**src/rtl/int_to_ieee754_if.sv**
```systemverilog
// Valid/ready stream bundle for the integer-to-float converter: an integer
// input stream and an IEEE-754 single-precision output stream.
interface int_to_ieee754_if;
  logic        in_valid;
  logic        in_ready;
  logic [31:0] in_data;
  logic        out_valid;
  logic        out_ready;
  logic [31:0] out_data;

  modport master (
    output in_valid, in_data, out_ready,
    input  in_ready, out_valid, out_data
  );

  modport slave (
    input  in_valid, in_data, out_ready,
    output in_ready, out_valid, out_data
  );
endinterface

```
**src/rtl/int_to_ieee754.sv**
```systemverilog
// Iterative signed 32-bit integer to IEEE-754 single-precision converter.
// Define INT2FP_ROUND_NEAREST_EN for round-to-nearest-even; otherwise truncates.
module int_to_ieee754 #(
  parameter int SHIFT_STEP = 1  // 1, 2, 4, 8 or 16
) (
  input  logic             clk,
  input  logic             reset,
  int_to_ieee754_if.slave  bus,
  output logic             busy
);

  localparam logic [1:0] IDLE  = 2'd0;
  localparam logic [1:0] NORM  = 2'd1;
  localparam logic [1:0] ROUND = 2'd2;
  localparam logic [1:0] DONE  = 2'd3;

  logic [1:0]  state_reg;
  logic [31:0] mag_reg;
  logic [7:0]  exp_reg;
  logic        sign_reg;
  logic [31:0] out_data_reg;
  logic        out_valid_reg;

  logic [31:0] in_mag;
  logic [4:0]  norm_k;
  logic        norm_found;
  logic [31:0] norm_mag;
  logic [31:0] round_word;

  assign bus.in_ready  = (state_reg == IDLE);
  assign busy          = (state_reg != IDLE);
  assign bus.out_valid = out_valid_reg;
  assign bus.out_data  = out_data_reg;

  // 0x80000000 negates to itself, which is already the correct magnitude.
  assign in_mag = bus.in_data[31] ? (~bus.in_data + 32'd1) : bus.in_data;

  // Leading zeros within the top SHIFT_STEP bits, saturating at SHIFT_STEP.
  always_comb begin
    norm_k     = 5'(SHIFT_STEP);
    norm_found = 1'b0;
    for (int i = 0; i < SHIFT_STEP; i++) begin
      if (!norm_found && mag_reg[31-i]) begin
        norm_k     = 5'(i);
        norm_found = 1'b1;
      end
    end
  end

  assign norm_mag = mag_reg << norm_k;

`ifdef INT2FP_ROUND_NEAREST_EN
  logic        round_inc;
  logic [23:0] mant_sum;
  logic        unused_low_bit;

  assign round_inc      = mag_reg[7] & ((|mag_reg[6:0]) | mag_reg[8]);
  assign mant_sum       = {1'b0, mag_reg[30:8]} + {23'd0, round_inc};
  // A carry out leaves the mantissa field at zero and bumps the exponent.
  assign round_word     = {sign_reg, exp_reg + {7'd0, mant_sum[23]}, mant_sum[22:0]};
  assign unused_low_bit = mag_reg[31];
`else
  logic unused_low_bits;

  assign round_word      = {sign_reg, exp_reg, mag_reg[30:8]};
  assign unused_low_bits = ^mag_reg[7:0];
`endif

  always_ff @(posedge clk or negedge reset) begin
    if (!reset) begin
      state_reg     <= IDLE;
      mag_reg       <= 32'd0;
      exp_reg       <= 8'd0;
      sign_reg      <= 1'b0;
      out_data_reg  <= 32'd0;
      out_valid_reg <= 1'b0;
    end else begin
      case (state_reg)
        IDLE: begin
          if (bus.in_valid) begin
            sign_reg <= bus.in_data[31];
            mag_reg  <= in_mag;
            exp_reg  <= 8'd158;
            if (in_mag == 32'd0) begin
              out_data_reg  <= 32'd0;
              out_valid_reg <= 1'b1;
              state_reg     <= DONE;
            end else if (in_mag[31]) begin
              state_reg <= ROUND;
            end else begin
              state_reg <= NORM;
            end
          end
        end
        NORM: begin
          mag_reg <= norm_mag;
          exp_reg <= exp_reg - {3'd0, norm_k};
          if (norm_mag[31]) begin
            state_reg <= ROUND;
          end
        end
        ROUND: begin
          out_data_reg  <= round_word;
          out_valid_reg <= 1'b1;
          state_reg     <= DONE;
        end
        default: begin
          if (bus.out_ready) begin
            out_valid_reg <= 1'b0;
            state_reg     <= IDLE;
          end
        end
      endcase
    end
  end

endmodule

```
**src/flat_wrapper.sv**
```systemverilog
// flat-port wrapper written by rule: the top's interface ports become plain ports
module int_to_ieee754_flat 
#(
  parameter int SHIFT_STEP = 1                     
)
  (clk, reset, busy, bus_in_valid, bus_in_data, bus_out_ready, bus_in_ready, bus_out_valid, bus_out_data);
  int_to_ieee754_if bus_i ();
  input  logic clk;
  input  logic reset;
  output logic busy;
  input wire logic [$bits(bus_i.in_valid)-1:0] bus_in_valid;
  input wire logic [$bits(bus_i.in_data)-1:0] bus_in_data;
  input wire logic [$bits(bus_i.out_ready)-1:0] bus_out_ready;
  output wire logic [$bits(bus_i.in_ready)-1:0] bus_in_ready;
  output wire logic [$bits(bus_i.out_valid)-1:0] bus_out_valid;
  output wire logic [$bits(bus_i.out_data)-1:0] bus_out_data;
  assign bus_i.in_valid = bus_in_valid;
  assign bus_i.in_data = bus_in_data;
  assign bus_i.out_ready = bus_out_ready;
  assign bus_in_ready = bus_i.in_ready;
  assign bus_out_valid = bus_i.out_valid;
  assign bus_out_data = bus_i.out_data;
  int_to_ieee754 #(.SHIFT_STEP(SHIFT_STEP)) u_core (.clk(clk), .reset(reset), .bus(bus_i), .busy(busy));
endmodule
```
**config.mk**
```make
export PLATFORM = sky130hd
export DESIGN_NAME = int_to_ieee754_flat
export DESIGN_NICKNAME = d
export VERILOG_FILES = /design/src/rtl/int_to_ieee754_if.sv /design/src/rtl/int_to_ieee754.sv /design/src/flat_wrapper.sv
export SDC_FILE = /design/constraint.sdc
export NUM_CORES = 1
export LEC_CHECK = 0
export ABC_AREA = 1
export ABC_CLOCK_PERIOD_IN_PS = 2400
export BUFFER_PORTS_ARGS = -buffer_cell sky130_fd_sc_hd__buf_4
export CORE_UTILIZATION = 50
export DETAILED_ROUTE_END_ITERATION = 10
export GPL_TIMING_DRIVEN = 0
export PLACE_DENSITY = 0.8
export REMOVE_ABC_BUFFERS = 1
export SKIP_LAST_GASP = 1
export SLEW_MARGIN = 20
export SYNTH_ARGS = -nofsm -noshare
export SYNTH_HDL_FRONTEND = slang
export SYNTH_SLANG_ARGS = --single-unit
```
**constraint.sdc**
```tcl
create_clock -name clk -period 2.4 [get_ports clk]
set_clock_uncertainty 0.1 [all_clocks]
set_input_delay 0.12 -clock clk [delete_from_list [all_inputs] [get_ports clk]]
set_output_delay 0.12 -clock clk [all_outputs]
set_load 0.02 [all_outputs]
```
==> flow_summary_export.csv <==
group,metric,value,unit
worst_setup_path,startpoint_type,"register",
cts,clk_pin_slew,80,ps
worst_setup_path,r2r-end,"u_core.mag_reg[29]",
final_layout,fillerInstances,893,
detailed_routing,detail_route.iter0.violations,296,
worst_hold_path,min_path_type,"input pin to register",
detailed_routing,routed_wl,13.8,mm
timing,min_period,2320,ps
timing,setup_ws,75.6,ps
global_route,grt_pass1_wl,20.7,mm
logic_synthesis,synthAdderAreaFrac,1.78,%
final_layout,multi_input_area,2840,sq um
pwr,irDropWorstVdd,0.532,mV
placed_design,dp_cells,859,
pwr,internal_power,3.45,mW
floorplan,die_width,101,um
final_layout,seqCellArea,1900,sq um
worst_setup_path,end_kind,"register",
global_route,grt_pass1_vias,4247,
worst_setup_path,setup.worst_path.start,"u_core.state_reg[1]",
pwr,p_leak,2.73,nW
logic_synthesis,yosys.area.top_type_share,38.8,%
cts,cts_tree,"yes",
detailed_routing,drtAntennaViolNets,0,
timing,max_freq,430,MHz
detailed_routing,wl_per_cell,15.5,um
floorplan,die_h,101,um
global_route,grt_max_degree,77,
logic_synthesis,syn_area,4910,sq um
pwr,switchingPower,3.34,mW
cts,insertion_delay,360,ps
worst_setup_path,rr_startpoint,"u_core.state_reg[1]",
logic_synthesis,synth_top_area_cell,"dfrtp_1",
worst_setup_path,worstPathRequired,2580,ps
timing,finalCritPeriodShare,96.8,%
worst_setup_path,ff2ff_setup_slack,80,ps
logic_synthesis,yosys.area_share.simple,38.6,%
cts,htree_levels,3,
detailed_routing,drc,0,
logic_synthesis,yosysUniqueCellTypes,35,
pwr,power_density,1150,nW/um^2
timing,hold_viol_final,0,
detailed_routing,dr_total_vias,4790,
timing,slew_violations,0,
pwr,switching_share,49.2,%
floorplan,core_area,9370,sq um
detailed_routing,avgViaCountPerCell,5.36,
floorplan,fp-row-count,35,
detailed_routing,drt_first_pass_iters,5,
timing,setup_viol,0,
placed_design,io_buffers,70,
global_route,antenna_found_initial,0,
logic_synthesis,synth_xor_area_share,0.357,%
floorplan,die_area,10200,sq um
logic_synthesis,synth_area_per_cell,7.13,sq um
worst_setup_path,crit_path_end,"u_core.mag_reg[29]",
logic_synthesis,synth_top_family_by_area,"simple AND/OR/NAND/NOR gates",
logic_synthesis,synthCells,688,
timing,tns,0,ps
final_layout,final_cells,893,
cts,clkSinkCount,76,
pwr,combPwrFrac,55.5,%
pwr,seq_power_share,30.9,%
floorplan,pin_count,71,
worst_setup_path,worstRegToRegCells,7,
logic_synthesis,synth_top_cells_by_area,"dfrtp_1 39%, nand2_1 17%, nor2_1 7.9%",
logic_synthesis,ys_ff_latch,76,
timing,hold_slack,25.6,ps
logic_synthesis,ys_warn_count,0,
placed_design,pre_cts_ws,-1080,ps
cts,clock_path_buffers,2,
logic_synthesis,seq_area_frac_synth,38.8,%
timing,worst_slew_pin_slew,957,ps
cts,cts_buffers,9,
global_route,grtUsageTotal,26.4,%
final_layout,area_delta_synth_final,20.9,%
pwr,p_clk_share,13.6,%
global_route,grt.overflow.total,0,
final_layout,drive_gt1_share,27.4,%
worst_setup_path,critical_path_class,"register to register",
floorplan,start_util,52.4,%
final_layout,nets,802,
cts,cts-root-buf,"clkbuf_8",
logic_synthesis,synth_compound_area_share,12.9,%
run,max-cap-violations,0,
outcome,status,"complete, no violations",
worst_setup_path,cp.arrival,2500,ps
final_layout,n_antenna_cell,0,
placed_design,dpl.hpwl,8.93,mm
placed_design,gp_congestion,0.937,
logic_synthesis,synthMuxAreaShare,0,%
worst_setup_path,worstPathMaxFanout,15,
timing,slew_headroom,36.2,%
## Yosys cell counts
cell type,number
nand2_1,221
nor2_1,103
dfrtp_1,76
inv_1,44
nand3_1,42
nand2_2,36
a31oi_1,33
o21ai_2,32
o21ai_0,18
clkbuf_1,12
nand3b_1,9
nor2_2,8
buf_6,7
ha_1,7
buf_2,5
a21oi_1,4
nor3_1,4
inv_2,3
buf_4,2
nand3_4,2
nor2_4,2
o21ai_1,2
o22ai_1,2
or2_2,2
xor2_1,2
a22oi_1,1
buf_1,1
buf_8,1
clkinv_1,1
dlygate4sd1_1,1
nand2_4,1
nand3_2,1
nand4_1,1
nor3b_1,1
o211ai_1,1
## worst min path at each step
stage | from | endpoint | slack (ps) | cells past startpoint
floorplan | reset | u_core.bus.out_data[0] | -280 | 0
global placement | reset | u_core.bus.out_data[5] | 220 | 1
detailed placement | reset | u_core.bus.out_data[6] | 240 | 1
CTS | bus_in_data[8] | u_core.mag_reg[8] | 20 | 4
global route | bus_in_valid | u_core.sign_reg | 40 | 4
finish | bus_in_data[8] | u_core.mag_reg[8] | 30 | 4
## logic make-up after synthesis
| group | Yosys count |
|---|---|
| AOI/OAI and AO/OA | 93 |
| xor gates and xnor gates | 2 |
| adders and majority gates | 7 |
| buffers and inverters | 77 |
| DFF | 76 |
| and+or+nand+nor | 433 |
## power by group through the flow
stage / Clock (mW) / Combinational [mW] / Sequential, mW
2_1_floorplan: 0 / 2.00 / 2.17
3_3_place_gp: 0 / 2.74 / 2.06
3_5_place_dp: 0 / 3.03 / 2.10
4_1_cts: 0.937 / 3.29 / 2.09
5_1_grt: 0.986 / 4.10 / 2.16
6_report: 0.922 / 3.77 / 2.10
## cells in the final DEF, fill, tap and decap left out, types with 11 or more instances in the layout
master	Yosys	routed
a31oi_1	33	33
inv_1	44	39
buf_4	2	80
o21ai_0	18	18
nand2_1	221	219
o21ai_2	32	32
nor2_2	8	11
dfrtp_1	76	76
nand3_1	42	42
nand2_2	36	37
nor2_1	103	99
## critical path, stage by stage (launching register included)
cell,delay (ps)
dfrtp_1,470
inv_2,150
ha_4,190
clkinvlp_4,140
buf_4,180
nor2_2,640
nand2_1,150
a31oi_1,210
## per-stage QoR
stage	power, mW	instance area, sq um	util (%)
after floorplan	4.17	4720	-
after global placement	4.81	5400	57.7
after detailed placement	5.13	5450	58.2
after CTS	6.32	5760	61.4
after global routing	7.24	5930	63.3
final	6.80	5930	63.3
## layer usage
layer	vias to the layer above	track usage [%]	part of all wire (%)	routed length, um
met5	-	0	0	0
met4	0	9.03	1.7	234
met3	19	2.43	4.6	634
met2	154	43.3	48	6700
met1	2259	36.6	45	6260
li1	2358	-	-	-
## timing repair
| action | 4_1_cts | 5_1_grt |
|---|---|---|
| hold buffers | 2 | 0 |
| resized for setup | 6 | 23 |
| endpoints found under the hold margin | 77 | 0 |
| buffers inserted | 6 | 4 |
| cloned | 3 | 3 |
| pin swaps | 1 | 3 |
| setup endpoints to repair | 74 | 68 |
## area by class of cell
cell class,instances,area share [%]
clock inverter,7,0.991
inverter,48,3.23
timing repair inverter,1,0.0844
timing repair buffer,83,10.9
tap,129,2.72
multi-input combinational,540,47.9
sequential,76,32.1
clock buffer,9,2.09
Power figures use the tool's default switching activity.
